$ cat src/rtl/piccolo_arb_ctrl.sv
// piccolo_arb_ctrl
// ----------------
// Two-requester round-robin front end and sequencer for one shared iterative
// Piccolo encryption core. A job (plaintext + 80/128-bit variant select) is
// taken from one requester, handed to the core with a one-cycle load pulse,
// the core's fixed iteration time is counted out, and the ciphertext is
// returned on a single response channel tagged with the requester ID.
// Only one job is in flight at a time.
//
// Ports
//   clk, reset                 clock (rising edge), synchronous active-high reset
//   req0_* / req1_*            valid/ready job channels; version 0 = Piccolo-80,
//                              1 = Piccolo-128; pt is the 64-bit plaintext
//   rsp_valid/rsp_ready        response handshake; rsp_id names the owner of rsp_ct
//   busy                       high whenever a job is being processed
//   core_load                  one-cycle load pulse into the core
//   core_version, core_pt      job presented to the core, stable from load to load
//   core_ct                    ciphertext from the core
//
// Parameters
//   CYC80, CYC128              core cycles from load until core_ct is valid (1..15)

module piccolo_arb_ctrl #(
  parameter int CYC80  = 3,
  parameter int CYC128 = 4
) (
  input  logic        clk,
  input  logic        reset,
  input  logic        req0_valid,
  output logic        req0_ready,
  input  logic        req0_version,
  input  logic [63:0] req0_pt,
  input  logic        req1_valid,
  output logic        req1_ready,
  input  logic        req1_version,
  input  logic [63:0] req1_pt,
  output logic        rsp_valid,
  input  logic        rsp_ready,
  output logic        rsp_id,
  output logic [63:0] rsp_ct,
  output logic        busy,
  output logic        core_load,
  output logic        core_version,
  output logic [63:0] core_pt,
  input  logic [63:0] core_ct
);

  typedef enum logic [1:0] {
    S_IDLE = 2'd0,
    S_LOAD = 2'd1,
    S_RUN  = 2'd2,
    S_DONE = 2'd3
  } state_e;

  localparam logic [3:0] CNT80  = 4'(CYC80);
  localparam logic [3:0] CNT128 = 4'(CYC128);

  state_e      state_q, state_d;
  logic        ptr_q, ptr_d;
  logic [3:0]  cnt_q, cnt_d;
  logic        job_id_q, job_id_d;
  logic        core_load_q, core_load_d;
  logic        core_version_q, core_version_d;
  logic [63:0] core_pt_q, core_pt_d;
  logic        rsp_valid_q, rsp_valid_d;
  logic        rsp_id_q, rsp_id_d;
  logic [63:0] rsp_ct_q, rsp_ct_d;

  logic        gnt1_s;
  logic        accept_s;

  // Grant selection and ready outputs; requests are only looked at in IDLE.
  always_comb begin
    gnt1_s     = 1'b0;
    accept_s   = 1'b0;
    req0_ready = 1'b0;
    req1_ready = 1'b0;
    if (state_q == S_IDLE) begin
      // Requester 1 wins when it is alone, or when both ask and it holds priority.
      gnt1_s     = req1_valid & (~req0_valid | ptr_q);
      accept_s   = req0_valid | req1_valid;
      req0_ready = req0_valid & ~gnt1_s;
      req1_ready = gnt1_s;
    end else begin
      gnt1_s     = 1'b0;
      accept_s   = 1'b0;
      req0_ready = 1'b0;
      req1_ready = 1'b0;
    end
  end

  // Next-state and datapath register updates for the job sequencer.
  always_comb begin
    state_d        = state_q;
    ptr_d          = ptr_q;
    cnt_d          = cnt_q;
    job_id_d       = job_id_q;
    core_load_d    = 1'b0;
    core_version_d = core_version_q;
    core_pt_d      = core_pt_q;
    rsp_valid_d    = rsp_valid_q;
    rsp_id_d       = rsp_id_q;
    rsp_ct_d       = rsp_ct_q;

    case (state_q)
      S_IDLE: begin
        if (accept_s) begin
          // The job registers double as the core inputs, so core_pt/core_version
          // change exactly when the LOAD cycle begins and then hold.
          job_id_d       = gnt1_s;
          core_version_d = gnt1_s ? req1_version : req0_version;
          core_pt_d      = gnt1_s ? req1_pt : req0_pt;
          core_load_d    = 1'b1;
          state_d        = S_LOAD;
        end else begin
          state_d = S_IDLE;
        end
      end
      S_LOAD: begin
        cnt_d   = core_version_q ? CNT128 : CNT80;
        state_d = S_RUN;
      end
      S_RUN: begin
        cnt_d = cnt_q - 4'd1;
        if (cnt_q == 4'd1) begin
          rsp_valid_d = 1'b1;
          rsp_ct_d    = core_ct;
          rsp_id_d    = job_id_q;
          state_d     = S_DONE;
        end else begin
          state_d = S_RUN;
        end
      end
      S_DONE: begin
        if (rsp_ready) begin
          rsp_valid_d = 1'b0;
          // Priority moves to the requester that was not just served.
          ptr_d       = ~rsp_id_q;
          state_d     = S_IDLE;
        end else begin
          state_d = S_DONE;
        end
      end
      default: begin
        state_d     = S_IDLE;
        rsp_valid_d = 1'b0;
      end
    endcase
  end

  // State and output registers; reset abandons any job in flight.
  always_ff @(posedge clk) begin
    if (reset) begin
      state_q        <= S_IDLE;
      ptr_q          <= 1'b0;
      cnt_q          <= 4'd0;
      job_id_q       <= 1'b0;
      core_load_q    <= 1'b0;
      core_version_q <= 1'b0;
      core_pt_q      <= 64'd0;
      rsp_valid_q    <= 1'b0;
      rsp_id_q       <= 1'b0;
      rsp_ct_q       <= 64'd0;
    end else begin
      state_q        <= state_d;
      ptr_q          <= ptr_d;
      cnt_q          <= cnt_d;
      job_id_q       <= job_id_d;
      core_load_q    <= core_load_d;
      core_version_q <= core_version_d;
      core_pt_q      <= core_pt_d;
      rsp_valid_q    <= rsp_valid_d;
      rsp_id_q       <= rsp_id_d;
      rsp_ct_q       <= rsp_ct_d;
    end
  end

  assign busy         = (state_q != S_IDLE);
  assign core_load    = core_load_q;
  assign core_version = core_version_q;
  assign core_pt      = core_pt_q;
  assign rsp_valid    = rsp_valid_q;
  assign rsp_id       = rsp_id_q;
  assign rsp_ct       = rsp_ct_q;

  piccolo_arb_ctrl_chk u_chk (
    .clk        (clk),
    .reset      (reset),
    .req0_ready (req0_ready),
    .req1_ready (req1_ready),
    .busy       (busy),
    .core_load  (core_load),
    .rsp_valid  (rsp_valid),
    .rsp_ready  (rsp_ready)
  );

endmodule

// piccolo_arb_ctrl_chk
// --------------------
// Protocol properties of the arbiter/sequencer: exclusive grants, a single
// load pulse per job, and a response that stays up until it is taken.
// Inputs mirror the corresponding piccolo_arb_ctrl signals.
module piccolo_arb_ctrl_chk (
  input logic clk,
  input logic reset,
  input logic req0_ready,
  input logic req1_ready,
  input logic busy,
  input logic core_load,
  input logic rsp_valid,
  input logic rsp_ready
);

  a_ready_excl: assert property (@(posedge clk) disable iff (reset)
    !(req0_ready && req1_ready));

  a_ready_idle: assert property (@(posedge clk) disable iff (reset)
    (req0_ready || req1_ready) |-> !busy);

  a_load_busy: assert property (@(posedge clk) disable iff (reset)
    core_load |-> busy);

  a_load_pulse: assert property (@(posedge clk) disable iff (reset)
    core_load |=> !core_load);

  a_rsp_hold: assert property (@(posedge clk) disable iff (reset)
    (rsp_valid && !rsp_ready) |=> rsp_valid);

endmodule

$ cat config.mk
export PLATFORM = sky130hd
export DESIGN_NAME = piccolo_arb_ctrl
export DESIGN_NICKNAME = d
export VERILOG_FILES = /design/src/rtl/piccolo_arb_ctrl.sv
export SDC_FILE = /design/constraint.sdc
export NUM_CORES = 1
export LEC_CHECK = 0
export CAP_MARGIN = 40
export CORE_MARGIN = 8
export CORE_UTILIZATION = 30
export CTS_CLUSTER_DIAMETER = 200
export CTS_CLUSTER_SIZE = 10
export DETAILED_ROUTE_END_ITERATION = 10
export DONT_BUFFER_PORTS = 1
export GPL_ROUTABILITY_DRIVEN = 0
export PLACE_DENSITY = 0.41
export SLEW_MARGIN = 40
export SYNTH_ARGS = -nofsm -noshare
export SYNTH_HDL_FRONTEND = slang
export SYNTH_SLANG_ARGS = --single-unit
$ cat constraint.sdc
create_clock -name clk -period 1.9 [get_ports clk]
set_input_delay 0.38 -clock clk [delete_from_list [all_inputs] [get_ports clk]]
set_output_delay 0.38 -clock clk [all_outputs]
set_load 0.01 [all_outputs]
# ---- Word-level counts from Yosys, hierarchy flattened
# Index checks and enable logic that the tools add are counted.
dict set report word_totals {
  reg_bits 140
  wordCells 49
  input_bits 199
}
dict set report classes {
  n_bitwise 8
  addsub 1
  muxes 15
  n_eq_ne 6
  reduce_logical 9
}
# operator n
set op_table {}
lappend op_table {{64-bit 2-to-1 mux} 1}
lappend op_table {{1-bit 2-to-1 mux} 9}
lappend op_table {{2-bit case mux with 4 select lines} 1}
lappend op_table {{4-bit case mux with 2 select lines} 1}
lappend op_table {{2-bit AND reduction} 3}
lappend op_table {{2-bit nonzero test} 3}
lappend op_table {{2-bit == test, second input constant} 2}
lappend op_table {{4-bit by 1-bit == test with 1-bit output, second input constant} 1}
lappend op_table {{2-bit != test, second input constant} 2}
lappend op_table {{1-bit NOT} 4}
lappend op_table {{4-bit by 1-bit subtractor with 4-bit output, second input constant} 1}
lappend op_table {{3-bit 2-to-1 mux} 1}
lappend op_table {{3-bit AND reduction} 1}
lappend op_table {{1-bit AND} 2}
lappend op_table {{2-bit by 1-bit == test with 1-bit output, second input constant} 1}
lappend op_table {{2-bit zero test} 1}
lappend op_table {{2-bit 2-to-1 mux} 1}
lappend op_table {{1-bit OR} 2}
lappend op_table {{1-bit case mux with 2 select lines} 1}
lappend op_table {{2-bit OR reduction} 1}

# ---- Logic depth before layout (Yosys ltp)
dict set report logic_depth {
  ltp_word 6
  ltp_mapped 8
}

# ---- Worst setup path before layout
# No wires, ideal clock.
dict set report synth_path {
  kind {reg-to-output}
  startpoint {reg state_q[1]}
  endpoint {out req0_ready}
  required_time_ns 1.520
  arrival_time_ns 1.193
  path_buffers 2
  slack_ns 0.327
  stages_incl_launch_ff 7
  path_cell_list {dfxtp_1 > inv_1 > ha_1 > nand2_1 > buf_2 > buf_2 > nor2_1}
}
dict set report synth_between {
  elab_chain_cells 2
}
# item line
set synth_lines {}
lappend synth_lines {{from (decl)} 58} ;# state_e state_q, state_d;
lappend synth_lines {{from (signal assigned)} 165} ;# state_q <= state_d;
lappend synth_lines {{2-bit zero test} 78} ;# if (state_q == S_IDLE) begin
lappend synth_lines {{1-bit 2-to-1 mux} 78}
lappend synth_lines {{to (decl)} 30} ;# output logic req0_ready,
# No other way between the ends.

# ---- Worst setup path in the final report
dict set report layout_path {
  startpoint {reg state_q[1]}
  endpoint {out req1_ready}
}
dict set report layout_between {
  elab_chain_cells 2
}
# item line
set layout_lines {}
lappend layout_lines {{2-bit zero test} 78}
lappend layout_lines {{1-bit 2-to-1 mux} 78}
lappend layout_lines {{to (decl)} 34} ;# output logic req1_ready,
# No other way between the ends.

==> out/metrics.cfg <==
[yosys]
yosysUniqueCellTypes = 27
synth_ff_type = dfxtp_1
synthTopCellsByArea = dfxtp_1, o32ai_1, nand2_1
synth_top_area_share_pct = 50.58
avgSynthCellArea_um2 = 8.578
synth-edff-count = 0
synthCells = 646
synth_seq_cells = 140
synth.most_common_cell = dfxtp_1
syn_nets = 850
async_reset_ff_share_pct = 0
synth_top_area_cell = dfxtp_1
synthesis.area_mm2 = 0.005542
ys_seq_area_share_pct = 50.58
synth_commonest_cells = dfxtp_1, nand2_1, inv_1
ys_warn_count = 0

[sta]
setup_ws_ns = 0.1153
tightest_slew_ns = 0.3665
slew_violations = 0
fin_tns_setup_ns = 0
max_clock_freq_mhz = 560.3
clock_skew_ns = 0.004738
rsz0062_at_grt = no
period_minus_slack_ns = 1.785
slew_headroom_pct = 75.51
period_share_pct = 93.93
final-hold-violation-count = 0
setup_viol = 0

[detailed_routing]
viasPerCell = 5.446
drc = 0
drtPass1Iterations = 4
wirelength_mm = 19.00
ant_nets = 0
vias = 4711
wl_per_cell_um = 21.97
drt_iter0_markers = 255

[clock_network]
clkSinkCount = 140
cts_root_buf = clkbuf_16
cts-buffers-inserted = 17
path_clk_slew_ns = 0.06
cts_buffer_depth = 2
cts_tree = built
postCtsHoldBufs = 0
h-tree-depth = 4
clock_latency_ns = 0.41

[global_route]
top_usage_layer = met2
grt_pass1_vias = 4702
antenna_found_initial = 0
use_met2_pct = 26.90
grt_max_degree = 141
met3_usage_pct = 7.875
grt_pass1_wl_mm = 28.64
grt_util_met1_pct = 16.15
grt.total_usage_pct = 15.55
globalRouteOverflowTotal = 0

[setup_path]
crit_type = reg -> out
cp.required_ns = 1.52
cp-end-kind = primary output
worstSetupStartpointType = register
cp_max_fo = 7
crit_arrival_ns = 1.40

[floorplan]
die_h_um = 151.9
dieArea_mm2 = 0.02308
coreArea_mm2 = 0.01802
die_x_um = 151.9
io_pins = 334
num_rows = 49
start_util_pct = 30.74

[finish]
syn2layout_area_growth_pct = 17.09
drive_gt1_share_pct = 9.906
nets = 827
diodes = 0

[power_and_ir_drop]
finalPower_mw = 7.791
power.leakage_nw = 2.338
powerDensity_mw_per_mm2 = 1201
ir_drop_mv = 0.6543

[place]
dp_hpwl_mm = 13.15
port_buffers = 0
dp_slack_ns = 0.2548

[worst_hold_path]
min_path_type = in -> reg

[run]
max_cap_viol_count = 0

[status]
outcome = completed

-- power breakdown --
group          leakage (nW)  switching [mW]  internal [mW]  total, mW
combinational         0.901           0.482          0.433      0.915
clock                 0.290            1.36           2.00       3.36
sequential             1.15           0.328           3.19       3.52
-- final timing paths --
check	startpoint	endpoint	slack [ns]	cells after the start
min reg2reg	state_q[1]	state_q[1]	0.47	1
max reg2reg	state_q[0]	rsp_ct[59]	0.27	6
min	reset	core_pt[46]	0.03	1
max	state_q[1]	req1_ready	0.12	5
-- worst max-delay path, stage by stage (launching register included) --
cell,delay (ns)
dfxtp_2,0.34
inv_1,0.09
ha_4,0.17
nand2_1,0.09
a21oi_4,0.15
buf_8,0.15
-- what timing repair did --
| item | 4_1_cts | 5_1_grt |
|---|---|---|
| resized for setup | 7 | 2 |
| setup endpoints to repair | 2 | 2 |
| setup buffers | 1 | 0 |
| hold endpoints to repair | 0 | 0 |
| gates cloned | 2 | 1 |
-- logic make-up after synthesis --
logic type,share of synthesized area [%]
AOI/OAI and AO/OA,26.94
and+or+nand+nor,11.49
DFF,50.58
buffers and inverters,9.867
adders and majority gates,1.129
-- cell usage in the layout, fill, tap and decap left out, types with 4 or more instances in the layout --
master,synthesis,layout
nor2_1,5,4
buf_4,4,7
a21oi_1,72,71
nand2_1,138,137
dfxtp_1,140,139
ha_1,5,4
o32ai_1,65,65
buf_12,0,6
inv_1,73,72
clkbuf_16,0,18
a211oi_1,66,66
inv_6,0,5
o21ai_0,4,4
-- registers in the layout (all words and copies together) (netlist names) --
signal and flops:
cnt_q 4, core_load 1, core_pt 64, core_version 1, job_id_q 1, ptr_q 1
rsp_ct 64, rsp_id 1, rsp_valid 1, state_q 2
-- metrics by stage --
step	utilization, %	instances	hold WS, ns	cell area (um^2)
after floorplan	-	646	0.4273	5542
after global placement	31.96	829	0.4674	5761
after detailed placement	31.96	829	0.4669	5761
after CTS	35.83	864	0.02476	6459
after global routing	36.00	865	0.008803	6489
final	36.00	865	0.03260	6489
-- routing by layer --
metal	wire (um)	part of all wire (%)	vias up
met5	0	0	-
met2	9753	51	244
met1	6894	36	2239
met4	303	1.6	0
met3	2049	11	19
li1	-	-	2209
-- layout make-up --
cell class,instances,area [um^2]
Fill cell,1884,11540
Timing Repair Buffer,17,277.8
Inverter,73,274.0
Sequential cell,140,2804
Clock buffer,18,439.2
Multi-Input combinational cell,374,2250
Tap cell,229,286.5
Clock inverter,14,157.7
No activity file was read; power rests on OpenSTA's default activity.
